$ cat src/rtl/norm_round_pkg.sv
// Shared types and helpers for the multi-lane normalise/round pipeline.
package norm_round_pkg;

   // Rounding mode carried with every beat; the reserved code behaves as RNE.
   typedef enum logic [1:0] {
      RND_RNE   = 2'd0,
      RND_FLOOR = 2'd1,
      RND_CEIL  = 2'd2,
      RND_RSVD  = 2'd3
   } rnd_mode_e;

   // Exponent bias of the wide input format.
   function automatic int bias_in(input int ew);
      return (1 << (ew - 1)) - 1;
   endfunction

   // Exponent bias of the narrow output format.
   function automatic int bias_out(input int ew_out);
      return (1 << (ew_out - 1)) - 1;
   endfunction

   // LSB position of a lane inside a packed multi-lane bus.
   function automatic int lane_lsb(input int lane, input int lane_w);
      return lane * lane_w;
   endfunction

endpackage

$ cat src/rtl/norm_round_lane.sv
// One lane of the datapath: S1 leading-sign normalise and rebias,
// S2 round, post-round renormalise and range saturate/flush.
// Load enables come from the shared handshake chain in the top.
module norm_round_lane
   import norm_round_pkg::*;
#(
   parameter int EW     = 10,
   parameter int MW     = 19,
   parameter int EW_OUT = 8,
   parameter int MW_OUT = 9
) (
   input  logic              clk,
   input  logic              rst_n,
   input  logic              ld1_i,
   input  logic              ld2_i,
   input  logic [EW-1:0]     e_i,
   input  logic [MW-1:0]     m_i,
   input  rnd_mode_e         mode_i,
   output logic [EW_OUT-1:0] e_out_o,
   output logic [MW_OUT-1:0] m_out_o,
   output logic              ovf_o,
   output logic              unf_o
);

   localparam int SW = $clog2(MW);
   localparam int XW = EW + 2;
   localparam logic signed [XW-1:0] ADJ   = XW'(bias_in(EW) - bias_out(EW_OUT));
   localparam logic signed [XW-1:0] E_MAX = XW'((1 << EW_OUT) - 1);
   localparam logic signed [XW-1:0] E_ONE = XW'(1);
   localparam logic [MW_OUT-1:0] M_POS_ONE = {2'b01, {(MW_OUT-2){1'b0}}};
   localparam logic [MW_OUT-1:0] M_NEG_ONE = {1'b1, {(MW_OUT-1){1'b0}}};
   localparam logic [MW_OUT-1:0] M_POS_MAX = {1'b0, {(MW_OUT-1){1'b1}}};

   logic [SW-1:0]          lsd_s;
   logic                   run_s;
   logic [MW-1:0]          mn_d, mn_q;
   logic signed [XW-1:0]   et_d, et_q;
   logic                   zero_d, zero_q;

   logic [MW_OUT-1:0]      keep_s, rnd_s, m_adj_s;
   logic                   guard_s, sticky_s, inc_s;
   logic signed [XW-1:0]   e_adj_s;
   logic [EW_OUT-1:0]      e_out_d, e_out_q;
   logic [MW_OUT-1:0]      m_out_d, m_out_q;
   logic                   ovf_d, ovf_q, unf_d, unf_q;

   // S1: count redundant sign bits (capped at MW-2), shift them out, rebias exponent.
   always_comb begin
      lsd_s = {SW{1'b0}};
      run_s = 1'b1;
      for (int k = 0; k < MW - 2; k++) begin
         if (run_s && (m_i[MW-2-k] == m_i[MW-1])) begin
            lsd_s = lsd_s + SW'(1);
         end else begin
            run_s = 1'b0;
         end
      end
      mn_d   = m_i << lsd_s;
      et_d   = $signed({2'b00, e_i}) - $signed({{(XW-SW){1'b0}}, lsd_s}) - ADJ;
      zero_d = (m_i == {MW{1'b0}});
   end

   // S1 register: normalised mantissa, signed exponent, zero marker.
   always_ff @(posedge clk or negedge rst_n) begin
      if (!rst_n) begin
         mn_q   <= {MW{1'b0}};
         et_q   <= {XW{1'b0}};
         zero_q <= 1'b0;
      end else if (ld1_i) begin
         mn_q   <= mn_d;
         et_q   <= et_d;
         zero_q <= zero_d;
      end
   end

   // S2: round, renormalise the two overflow shapes of the increment, then range-check.
   always_comb begin
      keep_s   = mn_q[MW-1 -: MW_OUT];
      guard_s  = mn_q[MW-MW_OUT-1];
      sticky_s = |mn_q[MW-MW_OUT-2:0];
      case (mode_i)
         RND_FLOOR: inc_s = 1'b0;
         RND_CEIL:  inc_s = guard_s | sticky_s;
         default:   inc_s = guard_s & (sticky_s | keep_s[0]);
      endcase
      rnd_s = keep_s + {{(MW_OUT-1){1'b0}}, inc_s};
      if (!keep_s[MW_OUT-1] && rnd_s[MW_OUT-1]) begin
         // 0111..1 + 1 wrapped to negative: value is exactly 1.0
         m_adj_s = M_POS_ONE;
         e_adj_s = et_q + E_ONE;
      end else if (rnd_s[MW_OUT-1] && rnd_s[MW_OUT-2]) begin
         // negative with two leading ones is -0.5: express as -1.0 one octave down
         m_adj_s = M_NEG_ONE;
         e_adj_s = et_q - E_ONE;
      end else begin
         m_adj_s = rnd_s;
         e_adj_s = et_q;
      end
      if (zero_q) begin
         e_out_d = {EW_OUT{1'b0}};
         m_out_d = {MW_OUT{1'b0}};
         ovf_d   = 1'b0;
         unf_d   = 1'b0;
      end else if (e_adj_s > E_MAX) begin
         e_out_d = {EW_OUT{1'b1}};
         m_out_d = keep_s[MW_OUT-1] ? M_NEG_ONE : M_POS_MAX;
         ovf_d   = 1'b1;
         unf_d   = 1'b0;
      end else if (e_adj_s < E_ONE) begin
         e_out_d = {EW_OUT{1'b0}};
         m_out_d = {MW_OUT{1'b0}};
         ovf_d   = 1'b0;
         unf_d   = 1'b1;
      end else begin
         e_out_d = e_adj_s[EW_OUT-1:0];
         m_out_d = m_adj_s;
         ovf_d   = 1'b0;
         unf_d   = 1'b0;
      end
   end

   // S2 register: rounded lane result and its range flags.
   always_ff @(posedge clk or negedge rst_n) begin
      if (!rst_n) begin
         e_out_q <= {EW_OUT{1'b0}};
         m_out_q <= {MW_OUT{1'b0}};
         ovf_q   <= 1'b0;
         unf_q   <= 1'b0;
      end else if (ld2_i) begin
         e_out_q <= e_out_d;
         m_out_q <= m_out_d;
         ovf_q   <= ovf_d;
         unf_q   <= unf_d;
      end
   end

   assign e_out_o = e_out_q;
   assign m_out_o = m_out_q;
   assign ovf_o   = ovf_q;
   assign unf_o   = unf_q;

endmodule

$ cat src/rtl/norm_round_pipe.sv
// Multi-lane pipelined normaliser/rounder: S1 normalise, S2 round, S3 output,
// one valid/ready handshake shared by all lanes, sticky overflow status.
module norm_round_pipe
   import norm_round_pkg::*;
#(
   parameter int LANES  = 4,
   parameter int EW     = 10,
   parameter int MW     = 19,
   parameter int EW_OUT = 8,
   parameter int MW_OUT = 9
) (
   input  logic                           clk,
   input  logic                           rst_n,
   input  logic [1:0]                     rnd_mode,
   input  logic                           in_valid,
   output logic                           in_ready,
   input  logic [LANES*(EW+MW)-1:0]       in_data,
   output logic                           out_valid,
   input  logic                           out_ready,
   output logic [LANES*(EW_OUT+MW_OUT)-1:0] out_data,
   output logic [LANES-1:0]               out_ovf,
   output logic [LANES-1:0]               out_unf,
   output logic                           sts_ovf,
   input  logic                           sts_clr
);

   localparam int IW = EW + MW;
   localparam int OW = EW_OUT + MW_OUT;

   logic v1_d, v1_q, v2_d, v2_q, v3_d, v3_q;
   logic en1_s, en2_s, en3_s, ld1_s, ld2_s, ld3_s;
   rnd_mode_e mode1_d, mode1_q;

   logic [EW_OUT-1:0] lane_e_s [LANES];
   logic [MW_OUT-1:0] lane_m_s [LANES];
   logic [LANES-1:0]  lane_ovf_s, lane_unf_s;

   logic [LANES*OW-1:0] out_data_d, out_data_q;
   logic [LANES-1:0]    out_ovf_d, out_ovf_q, out_unf_d, out_unf_q;
   logic                sts_ovf_d, sts_ovf_q;

   // Valid chain: a stage loads when empty or when its contents move on this cycle.
   always_comb begin
      en3_s   = !v3_q | out_ready;
      en2_s   = !v2_q | en3_s;
      en1_s   = !v1_q | en2_s;
      ld1_s   = en1_s & in_valid;
      ld2_s   = en2_s & v1_q;
      ld3_s   = en3_s & v2_q;
      v1_d    = en1_s ? in_valid : v1_q;
      v2_d    = en2_s ? v1_q : v2_q;
      v3_d    = en3_s ? v2_q : v3_q;
      mode1_d = ld1_s ? rnd_mode_e'(rnd_mode) : mode1_q;
   end

   for (genvar g = 0; g < LANES; g++) begin : g_lane
      localparam int LSB = lane_lsb(g, IW);
      norm_round_lane #(
         .EW     (EW),
         .MW     (MW),
         .EW_OUT (EW_OUT),
         .MW_OUT (MW_OUT)
      ) u_lane (
         .clk     (clk),
         .rst_n   (rst_n),
         .ld1_i   (ld1_s),
         .ld2_i   (ld2_s),
         .e_i     (in_data[LSB+MW +: EW]),
         .m_i     (in_data[LSB +: MW]),
         .mode_i  (mode1_q),
         .e_out_o (lane_e_s[g]),
         .m_out_o (lane_m_s[g]),
         .ovf_o   (lane_ovf_s[g]),
         .unf_o   (lane_unf_s[g])
      );
   end

   // S3 output staging (held while stalled) and sticky overflow, where clear beats set.
   always_comb begin
      out_data_d = out_data_q;
      out_ovf_d  = out_ovf_q;
      out_unf_d  = out_unf_q;
      if (ld3_s) begin
         for (int i = 0; i < LANES; i++) begin
            out_data_d[i*OW +: OW] = {lane_e_s[i], lane_m_s[i]};
         end
         out_ovf_d = lane_ovf_s;
         out_unf_d = lane_unf_s;
      end else begin
         out_data_d = out_data_q;
      end
      if (sts_clr) begin
         sts_ovf_d = 1'b0;
      end else if (v3_q && out_ready && (|out_ovf_q)) begin
         sts_ovf_d = 1'b1;
      end else begin
         sts_ovf_d = sts_ovf_q;
      end
   end

   // Pipeline control, output stage and status registers.
   always_ff @(posedge clk or negedge rst_n) begin
      if (!rst_n) begin
         v1_q       <= 1'b0;
         v2_q       <= 1'b0;
         v3_q       <= 1'b0;
         mode1_q    <= RND_RNE;
         out_data_q <= {(LANES*OW){1'b0}};
         out_ovf_q  <= {LANES{1'b0}};
         out_unf_q  <= {LANES{1'b0}};
         sts_ovf_q  <= 1'b0;
      end else begin
         v1_q       <= v1_d;
         v2_q       <= v2_d;
         v3_q       <= v3_d;
         mode1_q    <= mode1_d;
         out_data_q <= out_data_d;
         out_ovf_q  <= out_ovf_d;
         out_unf_q  <= out_unf_d;
         sts_ovf_q  <= sts_ovf_d;
      end
   end

   assign in_ready  = en1_s;
   assign out_valid = v3_q;
   assign out_data  = out_data_q;
   assign out_ovf   = out_ovf_q;
   assign out_unf   = out_unf_q;
   assign sts_ovf   = sts_ovf_q;

endmodule

$ cat config.mk
export PLATFORM = sky130hd
export DESIGN_NAME = norm_round_pipe
export DESIGN_NICKNAME = d
export VERILOG_FILES = /design/src/rtl/norm_round_pkg.sv /design/src/rtl/norm_round_lane.sv /design/src/rtl/norm_round_pipe.sv
export SDC_FILE = /design/constraint.sdc
export NUM_CORES = 1
export LEC_CHECK = 0
export ABC_AREA = 1
export BUFFER_PORTS_ARGS = -buffer_cell sky130_fd_sc_hd__buf_2
export CAP_MARGIN = 20
export CORE_UTILIZATION = 56
export CTS_CLUSTER_DIAMETER = 30
export DETAILED_ROUTE_END_ITERATION = 12
export HOLD_SLACK_MARGIN = 0.08
export PLACE_DENSITY = 0.86
export SLEW_MARGIN = 25
export SYNTH_ARGS = -nofsm -noshare
export SYNTH_HDL_FRONTEND = slang
export SYNTH_SLANG_ARGS = --single-unit
$ cat constraint.sdc
create_clock -name clk -period 4 [get_ports clk]
set_input_delay 0.2 -clock clk [delete_from_list [all_inputs] [get_ports clk]]
set_output_delay 0.2 -clock clk [all_outputs]
set_load 0.01 [all_outputs]
==> metrics.txt, run 1 <==
root buffer cell clkbuf_16; GRT Total Usage 69.6%; Synth Cell Area 24300 µm²; worst endpoint type sequential cell input; Syn. warnings 0; net count after synthesis 3868; Inserted Clock Buffers 56; port bufs 201; total gr overflow 44; Yosys reg bits 286; outcome did not finish; DP Worst Slack -4.32 ns; Final Wtd Congestion 0.966; H-tree depth 2; main flop type after synthesis dfrtp_1; Rows 75; Synth Area per Inst 6.68 µm²; DP HPWL 53.0 mm; largest net degree at the start of global routing 136; placement-stage cell area 30400 µm²; die height 210 µm; EDFF count, synth 0; chip width 210 µm; tool error message [ERROR GRT-0232] Routing congestion too high. Check the congestion heatmap in the GUI.; grt repair worst endpoint g_lane[0].u_lane.et_q[9]$_DFFE_PN0P_/D; Sink Count 286; Netlist cell types 75; Initial Util 57.4%; Stopped at global routing (5_1_grt); sequential area share after synthesis 29.5%; post-synthesis cell count 3636; Async S/R FF share, synth 100%; Clock Path Buffers 3; IO Pins 202
-- logic make-up after synthesis --
group                    share of synthesized area (%)
buffers and inverters                             10.7
multiplexers                                      1.19
AND/OR/NAND/NOR                                   33.8
adder cells (fa/ha/maj)                           5.74
XOR/XNOR                                          4.08
AO/OA/AOI/OAI                                     15.1
flip-flops                                        29.5
-- metal layers --
layer  track usage [%]  overflow
met5              26.1         0
met4              65.3        18
met3              53.9         1
met2              88.2        25
met1              69.5         0
-- cells in the mapped netlist (all sizes together) (2+ instances only) --
master | n | area (µm²)
nand2 | 1114 | 4410
a31o | 2 | 17.5
nor4 | 21 | 131
a21o | 2 | 15.0
a211oi | 8 | 60.1
xnor2 | 22 | 208
o41ai | 6 | 52.6
and2 | 7 | 43.8
a22o | 3 | 26.3
o31ai | 10 | 75.1
clkinv | 4 | 17.5
o32ai | 4 | 35.0
a31oi | 14 | 87.6
ha | 105 | 1310
nor2 | 280 | 1200
nor3 | 49 | 250
o311ai | 15 | 131
o221ai | 11 | 96.3
o21ai | 385 | 2040
o21bai | 3 | 26.3
nand4 | 32 | 213
mux2 | 23 | 259
buf | 48 | 333
inv | 543 | 2040
dfrtp | 286 | 7160
o22ai | 39 | 263
nand3b | 16 | 145
o211ai | 14 | 105
a41oi | 3 | 26.3
a22oi | 2 | 15.0
fa | 4 | 80.1
or2 | 27 | 169
or3b | 3 | 26.3
a21oi | 94 | 493
mux2i | 3 | 30.0
o21a | 7 | 52.6
and3 | 4 | 25.0
nand3 | 276 | 1580
xor2 | 87 | 785
clkbuf | 53 | 199
-- metrics by stage --
stage	instances	hold WS, ns
floorplan	3636	-0.0956
CTS	5195	0.107
global placement	4869	0.350
detailed placement	4869	0.346
-- timing repair --
item                                   in CTS
cloned                                      2
setup buffers                             192
setup endpoints to repair                 196
gates resized for setup                   255
hold buffers                               37
endpoints found under the hold margin     144
pin swaps                                 154
==> run 2, diff against run 1 <==
--- a/config.mk
+++ b/config.mk
@@ -8,11 +8,9 @@
 export ABC_AREA = 1
 export BUFFER_PORTS_ARGS = -buffer_cell sky130_fd_sc_hd__buf_2
 export CAP_MARGIN = 20
-export CORE_UTILIZATION = 56
-export CTS_CLUSTER_DIAMETER = 30
+export CORE_UTILIZATION = 40
 export DETAILED_ROUTE_END_ITERATION = 12
-export HOLD_SLACK_MARGIN = 0.08
-export PLACE_DENSITY = 0.86
+export PLACE_DENSITY_LB_ADDON = 0.15
 export SLEW_MARGIN = 25
 export SYNTH_ARGS = -nofsm -noshare
 export SYNTH_HDL_FRONTEND = slang
==> constraint.sdc (replaced) <==
create_clock -name clk -period 5.2 [get_ports clk]
set_input_delay 0.26 -clock clk [delete_from_list [all_inputs] [get_ports clk]]
set_output_delay 0.26 -clock clk [all_outputs]
set_load 0.01 [all_outputs]
==> run 2 against run 1 <==
  * The flow now finishes, with violations (design-rule violations, negative setup slack)
  * Synthesized cell count stayed put
  * Synthesized area stayed put
==> metrics.txt, run 2 <==
maximum vdd drop 0.217 mV; DIE AREA 61700 µm²; net count after synthesis 3868; commonest non-fill, non-tap cell in the layout nand2_1; CP max stage cell ha_1; Async S/R FF share, synth 100%; drt first pass iters 9; crit-path max cell delay 0.31 ns; final worst slack -2.38 ns; post-route cell area 35600 µm²; share of the synthesized area in the top cell type 29.5%; sequential area share after synthesis 29.5%; count leader, synth nand2_1; vias in the first global route 24500; final worst path period share 146%; final core utilization 59.8%; die height 248 µm; share of cells above drive strength 1 38.0%; Synth Cell Area 24300 µm²; chip width 248 µm; Inserted Clock Buffers 35; Max Cap Violations 0; RSZ-0062 raised after global routing yes; routed vias 25900; outcome finished, violations left; Max Slew Vio Count 0; met3 wire len 3.07 mm; root buffer cell clkbuf_16; post-synthesis cell count 3636; Final Wtd Congestion 0.912; Sink Count 286; Setup TNS -178.18 ns; largest net degree at the start of global routing 123; Worst Setup Start Kind input port; core area 59500 µm²; H-tree depth 2; Met2 Routed Length 35.4 mm; Worst Hold Slack 0.0320 ns; DP Worst Slack -3.03 ns; WP data arrival 7.98 ns; ANT nets after route 0; Reg clk slew, reported paths 0.06 ns; EDFF count, synth 0; total power 10.6 mW; Initial Util 40.9%; Area Growth Syn to Fin 46.5%; class of the most critical setup path in2reg; IO Pins 202; Synth Area per Inst 6.68 µm²; Top Layer Used met5; final non-filler cell total 5253; port bufs 201; Worst Path Max Fanout 8; drt total wl 74.3 mm; crit end category register; WP data required 5.60 ns; TritonCTS clock tree built; Pwr Density 299 nW/µm²; Rows 89; DRT iter0 DRCs 1214; first-pass GRT wire length 119 mm; Yosys reg bits 286; total gr overflow 0; Syn. warnings 0; slew margin rel. 36.1%; leakage 18.4 nW; Largest register FFs 76; Netlist cell types 75; Synth top cells by count nand2_1 (1043), inv_1 (492), o21ai_0 (290); Clock Path Buffers 3; Synth area leaders dfrtp_1 (29%), nand2_1 (16%), inv_1 (7.6%); Placed Cells 4979; Final Setup Violations 120; f_max 132 MHz; Top reg by flops g_lane.u_lane.mn_q; met1 wire length 33.5 mm; worst min path class in2reg; vias per inst 4.93; Tmin final 7.58 ns; Final Hold Violating Endpoints 0; Fillers 5403; most frequent cells in the layout nand2_1 (903), buf_4 (597), inv_1 (445); Residual DRC 2; number of antenna violations at the first check in global routing 7; NumNets Final 4684; DP HPWL 54.2 mm; placement-stage cell area 29900 µm²; drt wl/cell 14.2 µm; clk_lat worst skew 0.54 ns; Slew @ Worst Pin 0.959 ns; final clock skew 0.0190 ns; GRT Total Usage 23.0%; main flop type after synthesis dfrtp_1; failing checks design-rule violations, negative setup slack; Synth area leader dfrtp_1
-- run 2: cell counts after synthesis --
Identical to the previous run, type by type.
-- run 2: logic make-up after synthesis --
logic type      share of synthesized area [%]
fa+ha+maj                                5.74
mux                                      1.19
buf+inv                                  10.7
simple gates                             33.8
compound gates                           15.1
flops                                    29.5
xor+xnor                                 4.08
-- run 2: path summary, 6_finish.rpt --
| kind | from | endpoint | slack, ns | cells after the start |
|---|---|---|---|---|
| max | in_data[76] | g_lane[2].u_lane.et_q[10] | -2.38 | 55 |
| min | in_data[24] | g_lane[0].u_lane.et_q[5] | 0.03 | 3 |
| max reg2reg | mode1_q[0] | g_lane[0].u_lane.m_out_o[7] | 0.44 | 32 |
| min reg2reg | g_lane[3].u_lane.mn_q[6] | g_lane[3].u_lane.mn_q[6] | 0.47 | 2 |
| max in group asynchronous | rst_n | out_data[18] | 3.78 | 3 |
| min in group asynchronous | rst_n | g_lane[2].u_lane.zero_q | 0.30 | 2 |
-- run 2: routing by layer --
layer | up-vias | track usage (%)
met3 | 143 | 3.41
met2 | 459 | 39.2
met5 | - | 0
met1 | 11900 | 29.7
met4 | 8 | 7.88
li1 | 13500 | -
-- run 2: layout make-up --
class / instances / area, µm² / area share [%]
clock inverters: 16 / 224 / 0.629
well taps: 773 / 967 / 2.72
clock buffers: 45 / 943 / 2.65
diodes: 4 / 10.0 / 0.0281
repair buffers: 880 / 6760 / 19.0
flip-flops and latches: 286 / 7160 / 20.1
inverters: 547 / 2120 / 5.95
multi-input cells: 2702 / 17400 / 48.9
-- run 2: power by group --
part	internal (mW)	leakage, nW	switching (mW)
Clock	1.53	0.565	0.978
Combinational	1.98	14.3	2.61
Sequential	3.01	3.53	0.515
-- run 2: critical path, delay by kind of cell --
| family | cells | cell delay, ns |
|---|---|---|
| simple gates | 27 | 2.90 |
| fa+ha+maj | 11 | 2.87 |
| compound gates | 8 | 1.00 |
| buf+inv | 7 | 0.59 |
| xor+xnor | 2 | 0.33 |
-- run 2: timing repair --
item	in CTS	in global routing
endpoints found under the hold margin	84	0
gates resized for setup	232	448
pin swaps	112	290
setup buffers	170	62
hold buffers	4	0
gates cloned	2	8
endpoints found under the setup margin	124	184
(Power assumes the default switching activity.)
==> run 3, diff against run 2 <==
--- a/config.mk
+++ b/config.mk
@@ -7,10 +7,10 @@
 export LEC_CHECK = 0
 export ABC_AREA = 1
 export BUFFER_PORTS_ARGS = -buffer_cell sky130_fd_sc_hd__buf_2
-export CAP_MARGIN = 20
 export CORE_UTILIZATION = 40
 export DETAILED_ROUTE_END_ITERATION = 12
 export PLACE_DENSITY_LB_ADDON = 0.15
+export SKIP_LAST_GASP = 1
 export SLEW_MARGIN = 25
 export SYNTH_ARGS = -nofsm -noshare
 export SYNTH_HDL_FRONTEND = slang
==> constraint.sdc (replaced) <==
create_clock -name clk -period 8.2 [get_ports clk]
set_input_delay 0.41 -clock clk [delete_from_list [all_inputs] [get_ports clk]]
set_output_delay 0.41 -clock clk [all_outputs]
set_load 0.01 [all_outputs]
==> run 3 against run 2 <==
  * Largest power group unchanged
  * Die area is the same
  * Flip-flop and latch count is the same
  * Core utilization shrank 11 points
  * Highest routed layer unchanged
  * The flow now finishes without violations
  * Via count shrank 9.6%
==> metrics.txt, run 3 (synthesis gave the netlist of run 2 again) <==
vias per inst 4.93; Final Wtd Congestion 0.879; Placed Cells 4656; Critical Path Most Common Cell ha_1; Rows 89; first-pass GRT wire length 109 mm; die height 248 µm; Top reg by flops g_lane.u_lane.mn_q; crit-path max cell delay 0.30 ns; Pwr Density 212 nW/µm²; port bufs 201; drt first pass iters 7; Worst Hold Slack 0.0495 ns; CP max stage cell ha_1; drt wl/cell 14.0 µm; crit end category register; worst reg2reg path depth 23; root buffer cell clkbuf_16; final worst path period share 94.4%; Worst Setup Start Kind input port; Clock Path Buffers 3; drt total wl 66.4 mm; Slew @ Worst Pin 0.792 ns; clk_lat worst skew 0.57 ns; Max Cap Violations 0; H-tree depth 2; DRT iter0 DRCs 1438; Final Setup Violations 0; DP HPWL 51.3 mm; total gr overflow 0; RSZ-0062 raised after global routing yes; TritonCTS clock tree built; leakage 15.3 nW; Reg clk slew, reported paths 0.06 ns; final worst slack 0.457 ns; f_max 129 MHz; total power 6.17 mW; Area Growth Syn to Fin 19.8%; final core utilization 48.9%; DP Worst Slack -0.454 ns; ANT nets after route 0; Sink Count 286; core area 59500 µm²; largest net degree at the start of global routing 100; most frequent cells in the layout nand2_1 (1016), inv_1 (475), dfrtp_1 (286); worst min path class in2reg; Max Slew Vio Count 0; post-route cell area 29100 µm²; slew margin rel. 47.2%; Inserted Clock Buffers 38; Setup TNS 0 ns; number of antenna violations at the first check in global routing 8; routed vias 23400; Tmin final 7.74 ns; vias in the first global route 21600; NumNets Final 4178; Residual DRC 0; GRT Total Usage 21.2%; Final Hold Violating Endpoints 0; worst hold stages 3; final non-filler cell total 4753; placement-stage cell area 27100 µm²; DIE AREA 61700 µm²; commonest non-fill, non-tap cell in the layout nand2_1; class of the most critical setup path in2reg; Initial Util 40.9%; IO Pins 202; Worst Path Max Fanout 3; Largest register FFs 76; WP data required 8.63 ns; WP data arrival 8.17 ns; maximum vdd drop 0.149 mV; outcome finished, final reports clean; chip width 248 µm; final clock skew 0.0400 ns; share of cells above drive strength 1 21.1%
run 3: cell types whose count changed in the layout (fill, tap and decap cells not counted), moves of 33 or more:
| cell | before | now |
|---|---|---|
| buf_4 | 597 | 169 |
| nand2_1 | 903 | 1016 |
| o21ai_0 | 181 | 270 |
| nand2_2 | 159 | 81 |
| buf_6 | 60 | 5 |
| o21ai_2 | 86 | 34 |
| nand3_1 | 194 | 238 |
| nand3_2 | 66 | 33 |
run 3: path summary, 6_finish.rpt:
path                                          endpoint  slack [ns]                         from
setup / recovery              g_lane[3].u_lane.et_q[9]        0.46                 in_data[103]
hold / removal                              mode1_q[1]        0.05                  rnd_mode[1]
setup reg to reg           g_lane[3].u_lane.m_out_o[4]        2.10                   mode1_q[0]
hold reg to reg            g_lane[0].u_lane.m_out_o[4]        0.47  g_lane[0].u_lane.m_out_o[4]
max in group asynchronous                         v2_q        5.67                        rst_n
min in group asynchronous     g_lane[2].u_lane.mn_q[4]        0.47                        rst_n
run 3: layout make-up:
type                    instances  area (µm²)
fillers                      6155       30400
multi-input cells            2702       15300
flip-flops and latches        286        7160
repair buffers                371        2370
inverters                     547        2060
clock buffers                  53        1080
well taps                     773         967
clock inverters                15         138
diodes                          6        15.0
run 3: report_power, final:
part,switching [mW],leakage (nW),internal (mW)
registers,0.326,3.53,1.91
logic,1.43,11.2,0.886
clock network,0.662,0.604,0.958
total,2.41,15.3,3.75
run 3: critical path, delay by kind of cell:
family | cells | cell delay (ns)
adder cells (fa/ha/maj) | 12 | 2.99
AND/OR/NAND/NOR | 17 | 1.97
AO/OA/AOI/OAI | 11 | 1.54
buffers and inverters | 13 | 1.00
XOR/XNOR | 1 | 0.25
run 3: metal layers:
layer / up-vias / share of wire, % / track usage (%)
met1: 10600 / 49 / 29.6
met2: 346 / 45 / 34.1
met4: 6 / 2.1 / 5.93
met3: 77 / 3.3 / 2.78
li1: 12400 / - / -
met5: - / 0.051 / 0
run 3: timing repair:
item,4_1_cts,5_1_grt
endpoints found under the hold margin,98,0
setup buffers,0,21
hold buffers,2,0
setup endpoints to repair,0,23
gates resized for setup,0,164
